===== src/rtl/store_buffer_if.sv =====
// store_buffer_if: store request, load probe and RAM drain signals of the store buffer
interface store_buffer_if #(
    parameter int DEPTH = 4,
    parameter int AW = 8,
    parameter int DW = 8
);
    localparam int CW = $clog2(DEPTH) + 1;
    logic st_valid;
    logic [AW-1:0] st_addr;
    logic [DW-1:0] st_data;
    logic st_ready;
    logic ld_active;
    logic [AW-1:0] ld_addr;
    logic ld_hit;
    logic [DW-1:0] ld_fwd_data;
    logic ram_we;
    logic [AW-1:0] ram_addr;
    logic [DW-1:0] ram_wdata;
    logic [CW-1:0] count;
    logic empty;
    logic full;
    modport master (
        output st_valid, st_addr, st_data, ld_active, ld_addr,
        input st_ready, ld_hit, ld_fwd_data, ram_we, ram_addr, ram_wdata, count, empty, full
    );
    modport slave (
        input st_valid, st_addr, st_data, ld_active, ld_addr,
        output st_ready, ld_hit, ld_fwd_data, ram_we, ram_addr, ram_wdata, count, empty, full
    );
endinterface


===== src/rtl/store_buffer.sv =====
// store_buffer: in-order store queue draining into the data RAM when no load uses the port; STORE_BUFFER_FWD_EN enables youngest-match load forwarding
module store_buffer #(
    parameter int DEPTH = 4,
    parameter int AW = 8,
    parameter int DW = 8
) (
    input logic clk,
    input logic rst,
    store_buffer_if.slave bus
);
    localparam int PW = $clog2(DEPTH);
    logic [AW-1:0] addr_q [DEPTH];
    logic [DW-1:0] data_q [DEPTH];
    logic [DEPTH-1:0] valid_q;
    logic [DEPTH-1:0] match;
    logic [PW-1:0] head, tail;
    logic [PW:0] cnt;
    logic push, pop;
    assign bus.full = cnt == (PW+1)'(DEPTH);
    assign bus.empty = cnt == '0;
    assign bus.count = cnt;
    assign bus.st_ready = !bus.full;
    assign push = bus.st_valid && bus.st_ready;
    assign pop = bus.ram_we;
    assign bus.ram_we = !bus.empty && !bus.ld_active;
    assign bus.ram_addr = addr_q[head];
    assign bus.ram_wdata = data_q[head];
    assign bus.ld_hit = bus.ld_active && |match;
    // entry payload needs no reset; only valid bits gate its use
    always_ff @(posedge clk) begin
        if (push) begin
            addr_q[tail] <= bus.st_addr;
            data_q[tail] <= bus.st_data;
        end
    end
    // pointers, occupancy and valid bits; reset drops every pending store
    always_ff @(posedge clk) begin
        if (rst) begin
            head <= '0;
            tail <= '0;
            cnt <= '0;
            valid_q <= '0;
        end else begin
            if (push) begin
                valid_q[tail] <= 1'b1;
                tail <= tail + 1'b1;
            end
            if (pop) begin
                valid_q[head] <= 1'b0;
                head <= head + 1'b1;
            end
            cnt <= cnt + (PW+1)'(push) - (PW+1)'(pop);
        end
    end
    // per-entry address compare against the load; same-cycle push is not yet valid
    always_comb begin
        match = '0;
        for (int i = 0; i < DEPTH; i++)
            match[i] = valid_q[i] && addr_q[i] == bus.ld_addr;
    end
`ifdef STORE_BUFFER_FWD_EN
    logic [DW-1:0] fwd;
    assign bus.ld_fwd_data = fwd;
    // walk oldest to youngest so the last match seen is the youngest store
    always_comb begin
        fwd = '0;
        for (int j = 0; j < DEPTH; j++)
            if (bus.ld_active && match[head + PW'(j)])
                fwd = data_q[head + PW'(j)];
    end
`else
    assign bus.ld_fwd_data = '0;
`endif
endmodule


===== src/flat_wrapper.sv =====
// flat-port wrapper written by rule: the top's interface ports become plain ports
module store_buffer_flat 
#(
    parameter int DEPTH = 4,
    parameter int AW = 8,
    parameter int DW = 8
)
  (clk, rst, bus_st_valid, bus_st_addr, bus_st_data, bus_ld_active, bus_ld_addr, bus_st_ready, bus_ld_hit, bus_ld_fwd_data, bus_ram_we, bus_ram_addr, bus_ram_wdata, bus_count, bus_empty, bus_full);
  store_buffer_if #(.DEPTH(DEPTH), .AW(AW), .DW(DW)) bus_i ();
  input logic clk;
  input logic rst;
  input wire logic [$bits(bus_i.st_valid)-1:0] bus_st_valid;
  input wire logic [$bits(bus_i.st_addr)-1:0] bus_st_addr;
  input wire logic [$bits(bus_i.st_data)-1:0] bus_st_data;
  input wire logic [$bits(bus_i.ld_active)-1:0] bus_ld_active;
  input wire logic [$bits(bus_i.ld_addr)-1:0] bus_ld_addr;
  output wire logic [$bits(bus_i.st_ready)-1:0] bus_st_ready;
  output wire logic [$bits(bus_i.ld_hit)-1:0] bus_ld_hit;
  output wire logic [$bits(bus_i.ld_fwd_data)-1:0] bus_ld_fwd_data;
  output wire logic [$bits(bus_i.ram_we)-1:0] bus_ram_we;
  output wire logic [$bits(bus_i.ram_addr)-1:0] bus_ram_addr;
  output wire logic [$bits(bus_i.ram_wdata)-1:0] bus_ram_wdata;
  output wire logic [$bits(bus_i.count)-1:0] bus_count;
  output wire logic [$bits(bus_i.empty)-1:0] bus_empty;
  output wire logic [$bits(bus_i.full)-1:0] bus_full;
  assign bus_i.st_valid = bus_st_valid;
  assign bus_i.st_addr = bus_st_addr;
  assign bus_i.st_data = bus_st_data;
  assign bus_i.ld_active = bus_ld_active;
  assign bus_i.ld_addr = bus_ld_addr;
  assign bus_st_ready = bus_i.st_ready;
  assign bus_ld_hit = bus_i.ld_hit;
  assign bus_ld_fwd_data = bus_i.ld_fwd_data;
  assign bus_ram_we = bus_i.ram_we;
  assign bus_ram_addr = bus_i.ram_addr;
  assign bus_ram_wdata = bus_i.ram_wdata;
  assign bus_count = bus_i.count;
  assign bus_empty = bus_i.empty;
  assign bus_full = bus_i.full;
  store_buffer #(.DEPTH(DEPTH), .AW(AW), .DW(DW)) u_core (.clk(clk), .rst(rst), .bus(bus_i));
endmodule

===== config.mk =====
export PLATFORM = sky130hd
export DESIGN_NAME = store_buffer_flat
export DESIGN_NICKNAME = d
export VERILOG_FILES = /design/src/rtl/store_buffer_if.sv /design/src/rtl/store_buffer.sv /design/src/flat_wrapper.sv
export SDC_FILE = /design/constraint.sdc
export NUM_CORES = 1
export LEC_CHECK = 0
export ABC_AREA = 1
export CORE_MARGIN = 5
export CORE_UTILIZATION = 53
export DETAILED_ROUTE_END_ITERATION = 8
export GPL_TIMING_DRIVEN = 0
export PLACE_DENSITY_LB_ADDON = 0.15
export SYNTH_ARGS = -nofsm -noshare
export SYNTH_HDL_FRONTEND = slang
export SYNTH_SLANG_ARGS = --single-unit

===== constraint.sdc =====
create_clock -name clk -period 2.1 [get_ports clk]
set_clock_uncertainty 0.15 [all_clocks]
set_input_delay 0.21 -clock clk [delete_from_list [all_inputs] [get_ports clk]]
set_output_delay 0.21 -clock clk [all_outputs]
set_load 0.05 [all_outputs]

Word-level counts from Yosys, hierarchy flattened
Memory sizes are Yosys's and may differ from the RTL's. A register that Yosys moved wholly into a read port is not among the register bits.
Index checks and enable logic that the tools add are counted.

storage, ports and cells
  flip-flop bits (word level) = 11
  bits in writable memories = 64
  bits of input ports = 28
  memories kept = 2

cells by class
  add/subtract/negate cells = 4
  $lt $le $gt $ge = 4
  equal/unequal tests = 5
  muxes and demuxes = 13
  bitwise logic cells = 3
  reduce and logical (&&, ||, !) cells = 14

memories
  name           words  width  read ports  clocked after memory_dff  write ports  line                text
  u_core.addr_q  4      8      5           1                         1            store_buffer.sv:12  logic [AW-1:0] addr_q [DEPTH];
  u_core.data_q  4      8      1           1                         1            store_buffer.sv:13  logic [DW-1:0] data_q [DEPTH];

operators with widths
  kind                                                                   count
  8-bit == test                                                          4
  4-bit 2-to-1 mux                                                       3
  1-bit logical AND                                                      9
  2-bit 2-to-1 mux                                                       4
  2-bit by 3-bit < comparator with 1-bit output, second input constant   2
  2-bit by 1-bit adder with 2-bit output, second input constant          2
  4-bit AND                                                              1
  1-bit demux with 2-bit select                                          2
  2-bit by 1-bit >= comparator with 1-bit output, second input constant  2
  1-bit 2-to-1 mux                                                       4
  4-bit NOT                                                              1
  4-bit bitwise OR                                                       1
  4-bit OR reduction                                                     1
  3-bit by 1-bit adder with 3-bit output                                 1
  3-bit == test, second input constant                                   1
  1-bit zero test                                                        3
  3-bit zero test                                                        1
  3-bit by 1-bit subtractor with 3-bit output                            1

Longest topological paths before layout
Gate-level depths: netlist of run 1.

  depth after elaboration = 9
  mapped depth = 10

Worst setup path before layout of run 1
Ideal clock, no wire load.

  path kind = flip-flop to flip-flop
  start = reg u_core.cnt[1] (netlist: u_core.bus.count[1])
  end = reg u_core.cnt[2] (netlist: u_core.bus.count[2])
  arrival = 2,741 ps
  setup slack = -923 ps
  stages on the path, launching flop included = 9
  path buffers = 0
  clock period less this slack = 3,023 ps
  cells stage by stage = dfxtp_1 nor3_2 nor2_4 ha_1 inv_1 ha_1 fa_1 xnor2_1 nor2_1

RTL lines
  element                                      line                text
  start, declared                              store_buffer.sv:17  logic [PW:0] cnt;
  start signal, assigned                       store_buffer.sv:52  cnt <= cnt + (PW+1)'(push) - (PW+1)'(pop);
  3-bit zero test                              store_buffer.sv:20  assign bus.empty = cnt == '0;
  net bus_empty                                flat_wrapper.sv:24  output wire logic [$bits(bus_i.empty)-1:0] bus_empty;
  1-bit zero test                              store_buffer.sv:25  assign bus.ram_we = !bus.empty && !bus.ld_active;
  1-bit logical AND                            store_buffer.sv:25
  net bus_ram_we                               flat_wrapper.sv:20  output wire logic [$bits(bus_i.ram_we)-1:0] bus_ram_we;
  3-bit by 1-bit subtractor with 3-bit output  store_buffer.sv:52

The timed path passes the listed nets, and every way through them passes these cells.
A chain may end at the register's enable or synchronous reset.

==> run metrics, run 1 <==
Inst Count DP=500; CP Depth=5; die width=93.3 um; fmax=492 MHz; post-synthesis simple-gate area fraction=14.8%; RSZ-0062 raised after global routing=yes; Nets=470; P_leak=1.88 nW; Netlist cell types=33; # setup viols final=0; FF-to-FF End=u_core.bus.count[1]; Final Cell Area=4500 um^2; vias in the first global route=2584; Port Buffers=51; ANT cells=0; count leader, synth=edfxtp_1; delay-heaviest family, CP=buffers and inverters; post-DR vias/cell=5.05; via count=2608; Synth top cells by count=edfxtp_1 (64), nand2_1 (57), nor2_1 (50); Fillers=545; critical path, cell by cell=buf_2, buf_6, o21ai_0, o22ai_1, buf_4; fin cells=516; Max Cap Violations=0; Starting DRT DRC Count=180; final hold violations=0; Buf/Inv on CP=3; Synth Instances=362; cts hold-fix bufs=0; first-pass GRT wire length=12.5 mm; Startpoint Class=register; Slew Limit Fails=0; reg2reg start=u_core.bus.count[2]; worst slew pin tran=771 ps; Mapped Area=3670 um^2; clock latency on the worst-skew pair=340 ps; Die Ht=93.3 um; Synth top area share=52.3%; post-synth top area cell=edfxtp_1; CP max-delay cell=dfxtp_1; total global-route track usage=18.8%; multi-input logic area=1260 um^2; Synth Warn #=0; HP Class=in -> reg; FFs w/ async S/R, synth=0%; Root Buffer=clkbuf_8; Most used DFF post-synth=edfxtp_1; Sink Count=77; Final period util=96.8%; CTS tree=yes; starting density of the core=54.4%; DRC=0; layout cells sized above 1=19.3%; global route overflow=0; die area=8700 um^2; Inserted Clock Buffers=9; Clock Pin Slew Worst Setup and Hold Paths=90 ps; setup repair bufs after CTS=0; TritonRoute pass-1 iters=4; sequential cell area=2190 um^2; row cnt=30; compound-cell area share of the yosys netlist=10.6%; Placement Cell Area=4350 um^2; number of synthesized flops with an enable pin=64; Yosys reg bits=77; synth top area cells=edfxtp_1 (52%), dfxtp_1 (7.1%), nand2_1 (5.8%), nor2_1 (5.1%), inv_1 (3.9%); Reg2Reg Setup Slack=120 ps; largest net degree at the start of global routing=17; Worst R2R Path Depth=8; Worst EP required=1740 ps; Max Buffers Root-to-Sink=2; critical path endpoint category=output pin; antenna violations before repair=0; Post-Synth XOR/XNOR Area=3.10%; total wire length=7.65 mm; min-delay src=bus_st_data[1]; Post-DRT Antenna Nets=0; crit path to=bus_ram_wdata[6]; CP max FO=10; Cell Pwr Density=1190 nW/um^2; worst hold margin=338 ps; routability congestion estimate=0.871; Mean Syn Cell Area=10.1 um^2; mux share of post-synthesis cell area=0%; Final min period=2030 ps; slowest stage delay, CP=340 ps; dpl hpwl=5.33 mm; H-tree depth=3; largest family of logic cells by synthesized area=simple AND/OR/NAND/NOR gates; status=completed; area grow syn2layout=22.4%; Post-Synth Adder-Cell Area=3.95%; Relative slew margins=48.6%; Arr. time, crit path=1670 ps; CP Class=reg -> out; Core ar.=6760 um^2; Peak VDD IR=0.761 mV; final core utilization=66.6%; post-cts resize count=92; WL/cell=14.8 um; Ports=60; post-synthesis sequential area ratio=59.4%
==> how the worst min path moves through the flow <==
stage,slack (ps),cells after the start,endpoint
3_5_place_dp,330,2,u_core.valid_q[2]
6_report,340,1,u_core.data_q[0][1]
5_1_grt,340,1,u_core.data_q[0][2]
3_3_place_gp,330,2,u_core.valid_q[2]
4_1_cts,330,1,u_core.data_q[3][6]
2_1_floorplan,140,1,register
==> worst reg2reg max path, cell delays in order, from the launching register on <==
cell	delay [ps]
dfxtp_4	380
nor3_4	210
nor2_4	120
ha_4	280
inv_2	40
ha_4	140
fa_2	510
inv_1	40
nor2_1	60
==> cell usage in the layout, fill, tap and decap left out, types with 3 or more instances in the layout <==
master / count
o21ai_0: 27
dlymetal6s2s_1: 3
inv_1: 37
o21ai_1: 6
ha_1: 8
clkbuf_4: 5
buf_4: 13
o22ai_1: 12
clkdlybuf4s50_1: 27
nand2_1: 57
nand2_2: 6
xor2_1: 8
buf_2: 12
a221oi_2: 4
edfxtp_1: 64
dlygate4sd2_1: 3
clkbuf_8: 9
conb_1: 8
nor2_1: 50
dfxtp_1: 10
xnor2_1: 5
nand3_1: 7
a21oi_1: 14
inv_2: 10
==> routing by layer <==
metal / up-vias / GRT usage, % / share of wire [%]
met1: 1198 / 24.2 / 43
met2: 74 / 30.7 / 50
met3: 5 / 3.86 / 6.4
met5: - / 0 / 0
met4: 0 / 8.06 / 0.77
li1: 1331 / - / -
==> per-stage QoR <==
step | power, mW | setup slack, ps | setup TNS (ps)
floorplan | 3.71 | -431 | -843
global placement | 4.46 | -519 | -5700
detailed placement | 4.50 | -527 | -5760
CTS | 5.38 | 0.405 | 0
global route | 5.65 | -54.9 | -54.9
finish | 5.36 | 67.9 | 0
==> power by group <==
| group | total, mW | leakage, nW | switching, mW | internal, mW |
|---|---|---|---|---|
| clock | 1.03 | 0.0921 | 0.580 | 0.447 |
| sequential | 1.98 | 0.695 | 0.112 | 1.87 |
| combinational | 2.35 | 1.09 | 1.66 | 0.687 |
| total | 5.36 | 1.88 | 2.35 | 3.00 |
==> cell families (layout without fill, tap and decap cells) <==
family | after synthesis | count (layout)
xor+xnor | 13 | 13
fa+ha+maj | 11 | 11
flops | 77 | 77
buf+inv | 68 | 135
other cells | 1 | 8
simple gates | 127 | 127
compound gates | 65 | 65
==> layout make-up <==
| class | instances | share of cell area (%) |
|---|---|---|
| sequential | 77 | 48.7 |
| multi-input combinational | 224 | 27.9 |
| timing repair buffer | 51 | 10.1 |
| inverter | 50 | 4.28 |
| clock buffer | 9 | 2.75 |
| buffer | 18 | 2.67 |
| tap | 80 | 2.23 |
| clock inverter | 7 | 1.31 |
==> state kept, by name, indices dropped and copies added, names as in the netlist, named ones only <==
register          flops
u_core.tail           2
u_core.data_q        32
u_core.addr_q        32
u_core.valid_q        4
u_core.head           2
u_core.bus.count      3
(Power assumes the default switching activity.)
==> inputs of run 2 (changes only) <==
--- a/config.mk
+++ b/config.mk
@@ -6,11 +6,14 @@
 export NUM_CORES = 1
 export LEC_CHECK = 0
 export ABC_AREA = 1
+export CORE_ASPECT_RATIO = 0.8
 export CORE_MARGIN = 5
 export CORE_UTILIZATION = 53
 export DETAILED_ROUTE_END_ITERATION = 8
 export GPL_TIMING_DRIVEN = 0
+export MAX_ROUTING_LAYER = met4
 export PLACE_DENSITY_LB_ADDON = 0.15
+export SLEW_MARGIN = 10
 export SYNTH_ARGS = -nofsm -noshare
 export SYNTH_HDL_FRONTEND = slang
 export SYNTH_SLANG_ARGS = --single-unit
==> run 2 against run 1 <==
Against the previous run: combinational power barely moved; clock power rose by 7%; final area grew 1.0%; final cell count is 1.6% higher; worst setup slack better by 47 ps; critical path depth increased by 3; global-route usage up 0.83 points; sequential share of layout area fell by 0.48 points; clock-buffer cell count did not move; critical path type unchanged; critical endpoint is now bus_ld_hit.
==> run metrics, run 2 (synthesized netlist as in run 1, its figures left out) <==
# setup viols final=0 (unchanged); layout cells sized above 1=20.1% (was 19.3%); reg2reg start=u_core.bus.count[2] (unchanged); via count=2604 (was 2608); Die Ht=84.5 um (was 93.3 um); GR Layer Usage met1=25.4% (was 24.2%); Nets=471 (was 470); Pwr Total=5.45 mW (was 5.36 mW); Port Buffers=51 (unchanged); CP Class=reg -> out (unchanged); Max Cap Violations=0 (unchanged); area grow syn2layout=23.7% (was 22.4%); Relative slew margins=46.4% (was 48.6%); final hold violations=0 (unchanged); Arr. time, crit path=1620 ps (was 1670 ps); global route overflow=0 (unchanged); Combinational Power Share=43.5% (was 43.9%); die area=8710 um^2 (was 8700 um^2); DRC=0 (unchanged); Buf/Inv on CP=1 (was 3); Peak VDD IR=0.640 mV (was 0.761 mV); Sink Count=77 (unchanged); Final min period=1980 ps (was 2030 ps); Reg2Reg Setup Slack=120 ps (about the same); Hold Path Cell Cnt=2 (was 1); row cnt=27 (was 30); largest net degree at the start of global routing=17 (unchanged); Placement Cell Area=4360 um^2 (was 4350 um^2); total global-route track usage=19.6% (was 18.8%); HP Class=in -> reg (unchanged); FF-to-FF End=u_core.bus.count[1] (unchanged); post-DR vias/cell=4.97 (was 5.05); cts hold-fix bufs=0 (unchanged); Cell Pwr Density=1200 nW/um^2 (was 1190 nW/um^2); clock latency on the worst-skew pair=350 ps (was 340 ps); Clock Pin Slew Worst Setup and Hold Paths=70 ps (was 90 ps); Max Buffers Root-to-Sink=2 (unchanged); H-tree depth=3 (unchanged); slowest stage delay, CP=430 ps (was 340 ps); slack of the critical path=115 ps (was 67.9 ps); met3 Track Usage GR=6.06% (was 3.86%); Root Buffer=clkbuf_8 (unchanged); routability congestion estimate=0.849 (was 0.871); sw frac=42.5% (was 44.0%); Inserted Clock Buffers=9 (unchanged); final core utilization=66.6% (about the same); CP max-delay cell=edfxtp_1 (was dfxtp_1); CTS tree=yes (unchanged); first-pass GRT wire length=12.5 mm (about the same); Slew Limit Fails=0 (unchanged); total wire length=7.77 mm (was 7.65 mm); Int Pwr=3.14 mW (was 3.00 mW); biggest regs=u_core.addr_q: 32 flops, u_core.data_q: 32 flops, u_core.valid_q: 4 flops (unchanged); most frequent cells in the layout=edfxtp_1 (64), nand2_1 (56), nor2_1 (48) (was edfxtp_1 (64), nand2_1 (57), nor2_1 (50)); antenna violations before repair=0 (unchanged); GRT busiest layer=met2 (unchanged); Post-DRT Antenna Nets=0 (unchanged); Startpoint Class=register (unchanged); delay-heaviest family, CP=simple AND/OR/NAND/NOR gates (was buffers and inverters); Final period util=94.5% (was 96.8%); worst slew pin tran=803 ps (was 771 ps); P_leak=1.88 nW (about the same); fmax=504 MHz (was 492 MHz); RSZ-0062 raised after global routing=yes (unchanged); Starting DRT DRC Count=184 (was 180); min-delay src=rst (was bus_st_data[1]); Ports=60 (unchanged); TritonRoute pass-1 iters=4 (unchanged); Reg power frac=36.4% (was 37.0%); Final Cell Area=4540 um^2 (was 4500 um^2); Worst R2R Path Depth=8 (unchanged); critical path endpoint category=output pin (unchanged); WL/cell=14.8 um (about the same); net switching power=2.32 mW (was 2.35 mW); dpl hpwl=5.40 mm (was 5.33 mm); Place WS=-521 ps (was -527 ps); CP most frequent cell=nor2_1; vias in the first global route=2554 (was 2584); ANT cells=0 (unchanged); Core ar.=6820 um^2 (was 6760 um^2); status=completed (unchanged); CP max FO=2 (was 10); grt met2 use=30.0% (was 30.7%); starting density of the core=53.8% (was 54.4%); critical path, cell by cell=xnor2_1, nand2_1, nor2_1, nand3_1, nand2_1, nor2_1, nor2_1, buf_6 (was buf_2, buf_6, o21ai_0, o22ai_1, buf_4); Hold Path End=u_core.tail[1] (was u_core.data_q[0][1]); commonest non-fill, non-tap cell in the layout=edfxtp_1 (unchanged); Worst EP required=1740 ps (about the same); clock share of power=20.1% (was 19.2%); die width=103 um (was 93.3 um)
==> run 2: changes by cell type in the layout (fill, tap and decap cells not counted), sizes merged <==
| cell | delta |
|---|---|
| clkdlybuf4s50 | +1 |
| bufinv | +1 |
| clkbuf | +2 |
| clkdlybuf4s15 | -1 |
| dlymetal6s2s | -1 |
| inv | -1 |
==> run 2: layer usage <==
metal	up-vias	wire [um]	share of wire [%]
met5	-	0	0
met4	0	51	0.66
met3	8	638	8.2
met2	91	3660	47
met1	1171	3420	44
li1	1334	-	-
==> run 2: what timing repair did <==
action	CTS	global route
setup buffers	0	1
pin swaps	0	3
setup endpoints to repair	21	16
gates resized for setup	101	26
==> run 2: worst max path at each step <==
stage | cells after the start | to | start | slack [ps]
finish | 8 | bus_ld_hit | u_core.addr_q[0][2] | 120
global route | 10 | bus_ld_hit | u_core.addr_q[3][3] | -7
CTS | 4 | bus_ram_wdata[2] | register | 4
detailed placement | 12 | bus_ld_hit | bus_ld_addr[3] | -520
global placement | 12 | bus_ld_hit | bus_ld_addr[3] | -520
floorplan | 8 | u_core.bus.count[1] | u_core.bus.count[0] | -430
==> run 2: cell type report <==
cell class / count / area, um^2
inverters: 50 / 193
multi-input cells: 224 / 1260
clock buffers: 9 / 124
flip-flops and latches: 77 / 2190
clock inverters: 7 / 72.6
fillers: 548 / 2280
well taps: 87 / 109
plain buffers: 18 / 125
repair buffers: 52 / 465
==> run 2: power groups by stage <==
stage | logic, mW | clock network, mW | registers (mW)
detailed placement | 2.47 | 0 | 2.02
global route | 2.56 | 1.19 | 2.01
CTS | 2.37 | 1.12 | 1.98
floorplan | 1.65 | 0 | 2.06
global placement | 2.45 | 0 | 2.01
finish | 2.37 | 1.10 | 1.98
==> run 2: metrics by stage <==
stage	TNS [ps]	hold WS, ps	instances
floorplan	-843	138	369
finish	0	336	524
global placement	-5230	325	507
global route	-6.63	326	524
CTS	0	324	523
detailed placement	-5690	328	507
==> inputs of run 3 (changes only) <==
--- a/config.mk
+++ b/config.mk
@@ -13,6 +13,7 @@
 export GPL_TIMING_DRIVEN = 0
 export MAX_ROUTING_LAYER = met4
 export PLACE_DENSITY_LB_ADDON = 0.15
+export SETUP_SLACK_MARGIN = 0.02
 export SLEW_MARGIN = 10
 export SYNTH_ARGS = -nofsm -noshare
 export SYNTH_HDL_FRONTEND = slang
==> run 3 against run 2 <==
Against the previous run: global-route usage rose by 0.071 points; maximum frequency fell by 0.60%; final area did not move; via count rose by 0.42%; combinational power barely moved; critical endpoint is now bus_ram_addr[2]; largest cell class unchanged.
==> run metrics, run 3 (synthesized netlist as in run 1, its figures left out) <==
vias in the first global route=2558 (was 2554); commonest non-fill, non-tap cell in the layout=edfxtp_1 (unchanged); die width=103 um (unchanged); first-pass GRT wire length=12.5 mm (about the same); Arr. time, crit path=1640 ps (was 1620 ps); most frequent cells in the layout=edfxtp_1 (64), nand2_1 (56), nor2_1 (48) (unchanged); Max Buffers Root-to-Sink=2 (unchanged); via count=2615 (was 2604); fmax=501 MHz (was 504 MHz); CTS tree=yes (unchanged); HP Class=in -> reg (unchanged); Reg power frac=36.4% (about the same); cts hold-fix bufs=0 (unchanged); total global-route track usage=19.7% (was 19.6%); clock latency on the worst-skew pair=360 ps (was 350 ps); Reg2Reg Setup Slack=120 ps (about the same); post-DR vias/cell=4.99 (was 4.97); Core ar.=6820 um^2 (unchanged); H-tree depth=3 (unchanged); slowest stage delay, CP=340 ps (was 430 ps); status=completed (unchanged); starting density of the core=53.8% (unchanged); RSZ-0062 raised after global routing=yes (unchanged); Fillers=547 (was 548); worst slew pin tran=795 ps (was 803 ps); critical path, cell by cell=inv_2, buf_2, nor2_1, o22ai_1, buf_2 (was xnor2_1, nand2_1, nor2_1, nand3_1, nand2_1, nor2_1, nor2_1, buf_6); Starting DRT DRC Count=180 (was 184); clock share of power=20.2% (was 20.1%); Final period util=95.1% (was 94.5%); ANT cells=0 (unchanged); Die Ht=84.5 um (unchanged); P_leak=1.88 nW (about the same); routability congestion estimate=0.849 (unchanged); sw frac=42.7% (was 42.5%); biggest regs=u_core.addr_q: 32 flops, u_core.data_q: 32 flops, u_core.valid_q: 4 flops (unchanged); layout cells sized above 1=20.4% (was 20.1%); Int Pwr=3.13 mW (was 3.14 mW); Slew Limit Fails=0 (unchanged); area grow syn2layout=23.7% (unchanged); net switching power=2.33 mW (was 2.32 mW); sequential cell area=2190 um^2 (about the same); WL/cell=14.9 um (was 14.8 um); CP most frequent cell=buf_2 (was nor2_1); Cell Pwr Density=1200 nW/um^2 (about the same); Port Buffers=51 (unchanged); DRC=0 (unchanged); setup tns final=0 ps (unchanged); # setup viols final=0 (unchanged); Max Cap Violations=0 (unchanged); CP max-delay cell=dfxtp_2 (was edfxtp_1); critical path endpoint category=output pin (unchanged); Sink Count=77 (unchanged); Pwr Total=5.46 mW (was 5.45 mW); largest net degree at the start of global routing=17 (unchanged); antenna violations before repair=0 (unchanged); Post-DRT Antenna Nets=0 (unchanged); multi-input logic area=1260 um^2 (unchanged); Relative slew margins=47.0% (was 46.4%); row cnt=27 (unchanged); Nets=471 (unchanged); global route overflow=0 (unchanged); Place WS=-521 ps (unchanged); Peak VDD IR=0.643 mV (was 0.640 mV); Inserted Clock Buffers=9 (unchanged); Clock Pin Slew Worst Setup and Hold Paths=80 ps (was 70 ps); Worst EP required=1740 ps (about the same); Ports=60 (unchanged); final hold violations=0 (unchanged); total wire length=7.80 mm (was 7.77 mm); Root Buffer=clkbuf_8 (unchanged); CP max FO=10 (was 2); die area=8710 um^2 (unchanged); Final min period=2000 ps (was 1980 ps); CP Class=reg -> out (unchanged); Startpoint Class=register (unchanged); Combinational Power Share=43.5% (about the same); dpl hpwl=5.40 mm (unchanged); TritonRoute pass-1 iters=5 (was 4); slack of the critical path=103 ps (was 115 ps)
-- run 3: changes by cell type in the layout (fill, tap and decap cells not counted), sizes merged --
cell,before,now
clkbuf,18,17
buf,28,29
-- run 3: power groups by stage --
stage	sequential, mW	combinational [mW]	clock [mW]
after floorplan	2.06	1.65	0
after global placement	2.01	2.45	0
after detailed placement	2.02	2.47	0
after CTS	1.98	2.34	1.12
after global routing	2.01	2.55	1.19
final	1.99	2.37	1.10
-- run 3: final cells by class --
type | instances | share of cell area (%)
well taps | 87 | 2.40
flip-flops and latches | 77 | 48.3
repair buffers | 52 | 10.1
plain buffers | 18 | 2.84
inverters | 50 | 4.24
clock buffers | 9 | 2.73
multi-input cells | 224 | 27.8
clock inverters | 7 | 1.60
-- run 3: path summary, 6_finish.rpt --
| kind | start | endpoint | depth (start not counted) |
|---|---|---|---|
| min | rst | u_core.tail[1] | 2 |
| max | register | bus_ram_addr[2] | 5 |
| min reg2reg | u_core.valid_q[2] | u_core.valid_q[2] | 2 |
| max reg2reg | u_core.bus.count[2] | u_core.bus.count[1] | 8 |
-- run 3: what timing repair did --
item / in CTS / in global routing
cloned: 0 / 0
gates resized for setup: 99 / 29
pin swaps: 0 / 4
buffers inserted: 0 / 1
setup endpoints to repair: 21 / 17
-- run 3: critical path: cells and delay by family, from the launching register on --
| kind | cells | cell delay [ps] |
|---|---|---|
| buffers and inverters | 3 | 720 |
| AO/OA/AOI/OAI | 1 | 170 |
| flip-flops | 1 | 340 |
| AND/OR/NAND/NOR | 1 | 60 |
-- run 3: through the flow --
step / hold WS (ps) / cells / util [%] / area [um^2]
finish: 330 / 524 / 66.6 / 4540
global route: 326 / 524 / 66.6 / 4540
CTS: 324 / 523 / 65.9 / 4500
detailed placement: 328 / 507 / 63.9 / 4360
global placement: 325 / 507 / 63.9 / 4360
floorplan: 138 / 369 / - / 3740
-- run 3: layer usage --
| metal | vias to the layer above | global-route usage (%) | part of all wire [%] |
|---|---|---|---|
| met3 | 12 | 6.06 | 7.4 |
| li1 | 1329 | - | - |
| met5 | - | - | 0 |
| met2 | 79 | 29.9 | 47 |
| met1 | 1195 | 25.7 | 44 |
| met4 | 0 | 5.29 | 1.3 |
